## config.mk

```make
export PLATFORM = sky130hd
export DESIGN_NAME = calc_mem_arbiter
export DESIGN_NICKNAME = d
export VERILOG_FILES = /design/src/rtl/calc_mem_arbiter.sv
export SDC_FILE = /design/constraint.sdc
export NUM_CORES = 1
export LEC_CHECK = 0
export CAP_MARGIN = 10
export CORE_AREA = 2 2 150 152
export DETAILED_ROUTE_END_ITERATION = 10
export DIE_AREA = 0 0 152 154
export PLACE_DENSITY_LB_ADDON = 0.12
export SYNTH_ARGS = -nofsm -noshare
export SYNTH_HDL_FRONTEND = slang
export SYNTH_SLANG_ARGS = --single-unit
```

## constraint.sdc

```tcl
create_clock -name clk_i -period 1.74 [get_ports clk_i]
set_input_delay 0.261 -clock clk_i [delete_from_list [all_inputs] [get_ports clk_i]]
set_output_delay 0.261 -clock clk_i [all_outputs]
set_load 0.05 [all_outputs]
```

## src/rtl/calc_mem_arbiter.sv

```systemverilog
// Shares one single-port SRAM between NUM_REQ requesters: round-robin arbitration with
// per-requester lock, forced release after MAX_LOCK_CYCLES, read-data routing. Option: ARB_FIXED_PRIO_EN.
package calculator_pkg;
    localparam int ADDR_W        = 16;
    localparam int MEM_WORD_SIZE = 64;
endpackage

module calc_mem_arbiter #(
    parameter int NUM_REQ         = 2,
    parameter int MAX_LOCK_CYCLES = 16,
    parameter int ADDR_W          = calculator_pkg::ADDR_W,
    parameter int MEM_WORD_SIZE   = calculator_pkg::MEM_WORD_SIZE
) (
    input  logic                             clk_i,
    input  logic                             rst_i,
    input  logic [NUM_REQ-1:0]               req_i,
    input  logic [NUM_REQ-1:0]               we_i,
    input  logic [NUM_REQ-1:0]               lock_i,
    input  logic [NUM_REQ*ADDR_W-1:0]        addr_i,
    input  logic [NUM_REQ*MEM_WORD_SIZE-1:0] wdata_i,
    output logic [NUM_REQ-1:0]               gnt_o,
    output logic [NUM_REQ-1:0]               rvalid_o,
    output logic [MEM_WORD_SIZE-1:0]         rdata_o,
    output logic                             lock_err_o,
    output logic                             mem_read,
    output logic                             mem_write,
    output logic [ADDR_W-1:0]                mem_addr,
    output logic [MEM_WORD_SIZE-1:0]         mem_wdata,
    input  logic [MEM_WORD_SIZE-1:0]         mem_rdata
);
    localparam int IDX_W = $clog2(NUM_REQ);
    localparam int CNT_W = $clog2(MAX_LOCK_CYCLES + 1);
    localparam logic [IDX_W-1:0] LAST_IDX = IDX_W'(NUM_REQ - 1);
    localparam logic [CNT_W-1:0] CNT_LAST = CNT_W'(MAX_LOCK_CYCLES - 1);

    typedef enum logic {S_ARB, S_LOCKED} state_t;

    state_t             state_reg, state_next;
    logic [IDX_W-1:0]   last_ptr_reg, last_ptr_next;
    logic [IDX_W-1:0]   owner_reg, owner_next;
    logic [IDX_W-1:0]   pick_idx;
    logic [CNT_W-1:0]   lock_cnt_reg, lock_cnt_next;
    logic [NUM_REQ-1:0] rvalid_reg, gnt;
    logic               lock_err_reg, lock_err_next;
    logic               pick_found, owner_holds;

    logic [ADDR_W-1:0]        addr_arr  [NUM_REQ];
    logic [MEM_WORD_SIZE-1:0] wdata_arr [NUM_REQ];

    generate
        for (genvar gi = 0; gi < NUM_REQ; gi++) begin : g_unpack
            assign addr_arr[gi]  = addr_i[gi*ADDR_W +: ADDR_W];
            assign wdata_arr[gi] = wdata_i[gi*MEM_WORD_SIZE +: MEM_WORD_SIZE];
        end
    endgenerate

    // Candidate for an open arbitration; loops run from worst to best so the last hit wins.
`ifdef ARB_FIXED_PRIO_EN
    always_comb begin
        pick_found = |req_i;
        pick_idx   = '0;
        for (int k = NUM_REQ - 1; k >= 0; k--) begin
            if (req_i[k]) pick_idx = IDX_W'(k);
        end
    end
`else
    always_comb begin
        logic [IDX_W-1:0] cand;
        pick_found = |req_i;
        pick_idx   = '0;
        cand       = '0;
        for (int k = NUM_REQ; k >= 1; k--) begin
            cand = IDX_W'((int'(last_ptr_reg) + k) % NUM_REQ);
            if (req_i[cand]) pick_idx = cand;
        end
    end
`endif

    always_comb begin
        state_next    = state_reg;
        owner_next    = owner_reg;
        lock_cnt_next = lock_cnt_reg;
        last_ptr_next = last_ptr_reg;
        lock_err_next = 1'b0;
        gnt           = '0;
        // The owner keeps the memory while it requests or still asserts lock.
        owner_holds = (state_reg == S_LOCKED) && (req_i[owner_reg] || lock_i[owner_reg]);
        if (owner_holds) begin
            gnt[owner_reg] = req_i[owner_reg];
            if (!lock_i[owner_reg]) begin
                state_next    = S_ARB;
                lock_cnt_next = '0;
            end else if (lock_cnt_reg >= CNT_LAST) begin
                state_next    = S_ARB;
                lock_cnt_next = '0;
                lock_err_next = 1'b1;
            end else begin
                lock_cnt_next = lock_cnt_reg + 1'b1;
            end
        end else begin
            state_next    = S_ARB;
            lock_cnt_next = '0;
            if (pick_found) begin
                gnt[pick_idx] = 1'b1;
                if (lock_i[pick_idx]) begin
                    state_next    = S_LOCKED;
                    owner_next    = pick_idx;
                    lock_cnt_next = CNT_W'(1);
                end
            end
        end
`ifndef ARB_FIXED_PRIO_EN
        if (|gnt) last_ptr_next = owner_holds ? owner_reg : pick_idx;
`endif
    end

    always_comb begin
        gnt_o     = rst_i ? '0 : gnt;
        mem_addr  = '0;
        mem_wdata = '0;
        for (int i = 0; i < NUM_REQ; i++) begin
            if (gnt_o[i]) begin
                mem_addr  = addr_arr[i];
                mem_wdata = wdata_arr[i];
            end
        end
    end

    assign mem_read   = |(gnt_o & ~we_i);
    assign mem_write  = |(gnt_o & we_i);
    assign rvalid_o   = rst_i ? '0 : rvalid_reg;
    assign rdata_o    = mem_rdata;
    assign lock_err_o = lock_err_reg & ~rst_i;

    always_ff @(posedge clk_i) begin
        if (rst_i) begin
            state_reg    <= S_ARB;
            last_ptr_reg <= LAST_IDX;
            owner_reg    <= '0;
            lock_cnt_reg <= '0;
            rvalid_reg   <= '0;
            lock_err_reg <= 1'b0;
        end else begin
            state_reg    <= state_next;
            last_ptr_reg <= last_ptr_next;
            owner_reg    <= owner_next;
            lock_cnt_reg <= lock_cnt_next;
            rvalid_reg   <= gnt & ~we_i;
            lock_err_reg <= lock_err_next;
        end
    end
endmodule
```

==> results.yml <==
sta:
  clock_skew_ns: 0.00283
  worstMarginPinSlew_ns: 0.305
  fmax_ghz: 0.431
  timing.final.ws_setup_ns: -0.579
  rsz0062_at_grt: "true"
  timing_hold_violations_final: 0
  relSlewSlack_pct: 79.7
  whs_ns: 0.475
  maxSlewViolCount: 0
  fin_crit_ns: 2.32
  setup_tns_ns: -44.84
  period_share_pct: 133
  setup_viol: 84
floorplanning:
  ios: 383
  rows: 54
  die_area_mm2: 0.0234
  die_h_um: 154
  die_x_um: 152
  initial_core_util_pct: 8.75
  core_mm2: 0.0217
cells_and_area:
  instances_no_fill: 745
  drive_above_1_share_pct: 53.4
  final_common_cell: "clkdlybuf4s50_1"
  mostFrequentLayoutCells: "clkdlybuf4s50_1, buf_12, a22o_4, buf_4, buf_6"
  finish.instance_area_mm2: 0.00681
  utilization_pct: 31.4
  nets: 699
  largest_reg_flops: 5
  layout-area-overhead-vs-synth_pct: 259
  fill_cells: 2167
global_route:
  grt_max_degree: 26
  grt_pass1_vias: 2967
  gr-usage-all-layers_pct: 11.8
  antenna_found_initial: 4
  grt_pass1_wl_um: 21000
  grt_overflow: 0
power_and_ir_drop:
  p_seq_share_pct: 8.7
  swShare_pct: 37.7
  power.density_mw_per_mm2: 461
  power_mw: 3.14
  power_frac_comb_pct: 77.9
  p_leak_nw: 2.85
  peakVddDrop_mv: 0.337
  p_int_mw: 1.96
  power_switching_mw: 1.18
  p_clk_share_pct: 13.4
worst_setup_path:
  critical_path_arrival_ns: 2.06
  critPathLaunch: "owner_reg"
  cp_top_family: "buffers and inverters"
  cp.required_ns: 1.48
  crit_top_cell: "buf_12"
  r2r_end: "rvalid_reg[1]"
  reg2reg_slack_ns: 0.13
  timing.critical_path.buf_inv: 4
  cp_cell_sequence: "or3b_4, a31oi_4, nor3_4, buf_6, buf_12, buf_12, a22o_4, buf_12"
  timing.rr.start: "owner_reg"
  critPathSlowestCell: "or3b_4"
  path_max_fanout: 6
  crit_path_end_kind: "output pin"
  cp.depth: 8
  critPathCapture: "mem_wdata[54]"
  worstRegToRegCells: 9
  crit_type: "register to output pin"
  max_stage_delay_ns: 0.40
  start_kind: "register"
clocking:
  clk_pin_slew_ns: 0.04
  cts.sinks: 11
  cts_made_buffers: 3
  htreeDepth: 1
  root_buffer: "clkbuf_16"
  cts_buffer_depth: 2
  ctsHoldBuffers: 0
  worstSkewPairLatency_ns: 0.24
  cts_tree: "done"
placement:
  portBuffers: 254
  placed_area_mm2: 0.00575
  dp_cells: 714
  place_hpwl_um: 12000
  routabilityCongestion: 0.799
  place_ws_ns: -0.751
run_status:
  violations: "setup timing"
  status: "finished, violations left"
flow_run:
  drv_cap: 0
synthesis:
  ys_types: 41
  synth-seq-area-share_pct: 11.6
  avgSynthCellArea_um2: 8.51
  synth.net_count: 457
  synthCells: 223
  synth_area_mm2: 0.00190
  ys_ff_latch: 11
  yosys_warnings: 0
worst_hold_path:
  hold_path.class: "primary input to register"
detailed_routing:
  vias: 2748
  drc: 0
  ant_nets: 0
  drtPass1Iterations: 4
  drt_wl_total_um: 14900
  wl_per_cell_um: 20.0
  drt_first_iter_violations: 82
  vias_per_cell: 3.69
logic make-up (layout without fill, tap and decap cells):
family | Yosys count | after routing | synth area share [%]
AO/OA/AOI/OAI | 96 | 96 | 43.7
other | 0 | 1 | 0
XOR/XNOR | 1 | 1 | 0.462
multiplexers | 1 | 1 | 0.528
adder cells (fa/ha/maj) | 2 | 2 | 1.32
AND/OR/NAND/NOR | 27 | 27 | 9.63
flip-flops | 11 | 11 | 11.6
buffers and inverters | 85 | 326 | 32.7
how the worst min path moves through the flow:
stage | end | cells after the start | from | slack [ns]
floorplan | rvalid_reg[0] | 1 | we_i[0] | 0.35
finish | last_ptr_reg | 4 | req_i[1] | 0.48
global placement | lock_cnt_reg[3] | 2 | lock_cnt_reg[3] | 0.46
CTS | lock_cnt_reg[3] | 2 | lock_cnt_reg[3] | 0.49
global route | rdata_o[58] | 0 | mem_rdata[58] | 0.52
detailed placement | lock_cnt_reg[3] | 2 | lock_cnt_reg[3] | 0.49
routing by layer:
layer | GRT usage [%] | vias up | wire (µm)
met2 | 21.7 | 137 | 7780
met5 | 0 | - | 41
met3 | 3.78 | 34 | 1200
met1 | 13.6 | 1290 | 5750
met4 | 1.69 | 6 | 166
li1 | - | 1281 | -
repair_timing:
item | in CTS | in global routing
endpoints found under the setup margin | 85 | 85
pin swaps | 61 | 8
resized for setup | 86 | 17
gates cloned | 8 | 5
setup buffers | 13 | 6
Yosys cell counts:
cell | instances | area share [%]
a22o_1 | 79 | 36
buf_4 | 64 | 25
dfxtp_1 | 11 | 12
clkbuf_1 | 9 | 1.8
buf_6 | 8 | 4.7
a21oi_1 | 4 | 1.1
nor2b_1 | 4 | 1.3
inv_1 | 3 | 0.59
nor2_1 | 3 | 0.59
a21boi_0 | 2 | 0.79
a22o_2 | 2 | 1.1
and3_1 | 2 | 0.66
ha_1 | 2 | 1.3
nand2_1 | 2 | 0.40
nand3_1 | 2 | 0.53
a21bo_2 | 1 | 0.53
a21o_1 | 1 | 0.40
a31oi_1 | 1 | 0.33
a31oi_4 | 1 | 1.1
a32o_1 | 1 | 0.53
and2_1 | 1 | 0.33
and3_4 | 1 | 0.59
and4_1 | 1 | 0.46
buf_2 | 1 | 0.26
mux2i_1 | 1 | 0.53
nand2b_1 | 1 | 0.33
nand3b_1 | 1 | 0.40
nor3_1 | 1 | 0.26
nor3_4 | 1 | 0.86
nor3b_1 | 1 | 0.40
nor3b_2 | 1 | 0.66
nor4_1 | 1 | 0.33
o2111ai_1 | 1 | 0.46
o21ai_0 | 1 | 0.26
o21bai_1 | 1 | 0.40
o22ai_1 | 1 | 0.33
or2_1 | 1 | 0.33
or2b_1 | 1 | 0.40
or3_1 | 1 | 0.33
or3b_1 | 1 | 0.46
xnor2_1 | 1 | 0.46
power by group through the flow:
| stage | sequential [mW] | clock, mW | combinational (mW) |
|---|---|---|---|
| after global placement | 0.278 | 0 | 2.14 |
| after floorplan | 0.277 | 0 | 1.28 |
| after detailed placement | 0.278 | 0 | 2.14 |
| after global routing | 0.275 | 0.446 | 2.54 |
| final | 0.274 | 0.420 | 2.45 |
| after CTS | 0.274 | 0.431 | 2.41 |
cell type report:
cell class,instances,area (µm²),share of cell area (%)
Antenna cell,1,2.50,0.0367
Clock buffer,4,78.8,1.16
Inverter,3,11.3,0.165
Multi-Input combinational cell,127,1800,26.5
Sequential cell,11,221,3.25
Tap cell,280,350,5.14
Timing Repair Buffer,319,4340,63.8
worst register-to-register path, cell delays in order, from the launching register on:
cell	delay (ns)
dfxtp_2	0.32
buf_4	0.13
buf_6	0.11
o21bai_1	0.15
a21oi_2	0.19
nor3b_4	0.07
buf_6	0.15
buf_6	0.14
buf_6	0.11
and2_1	0.15
(Power assumes the default switching activity.)
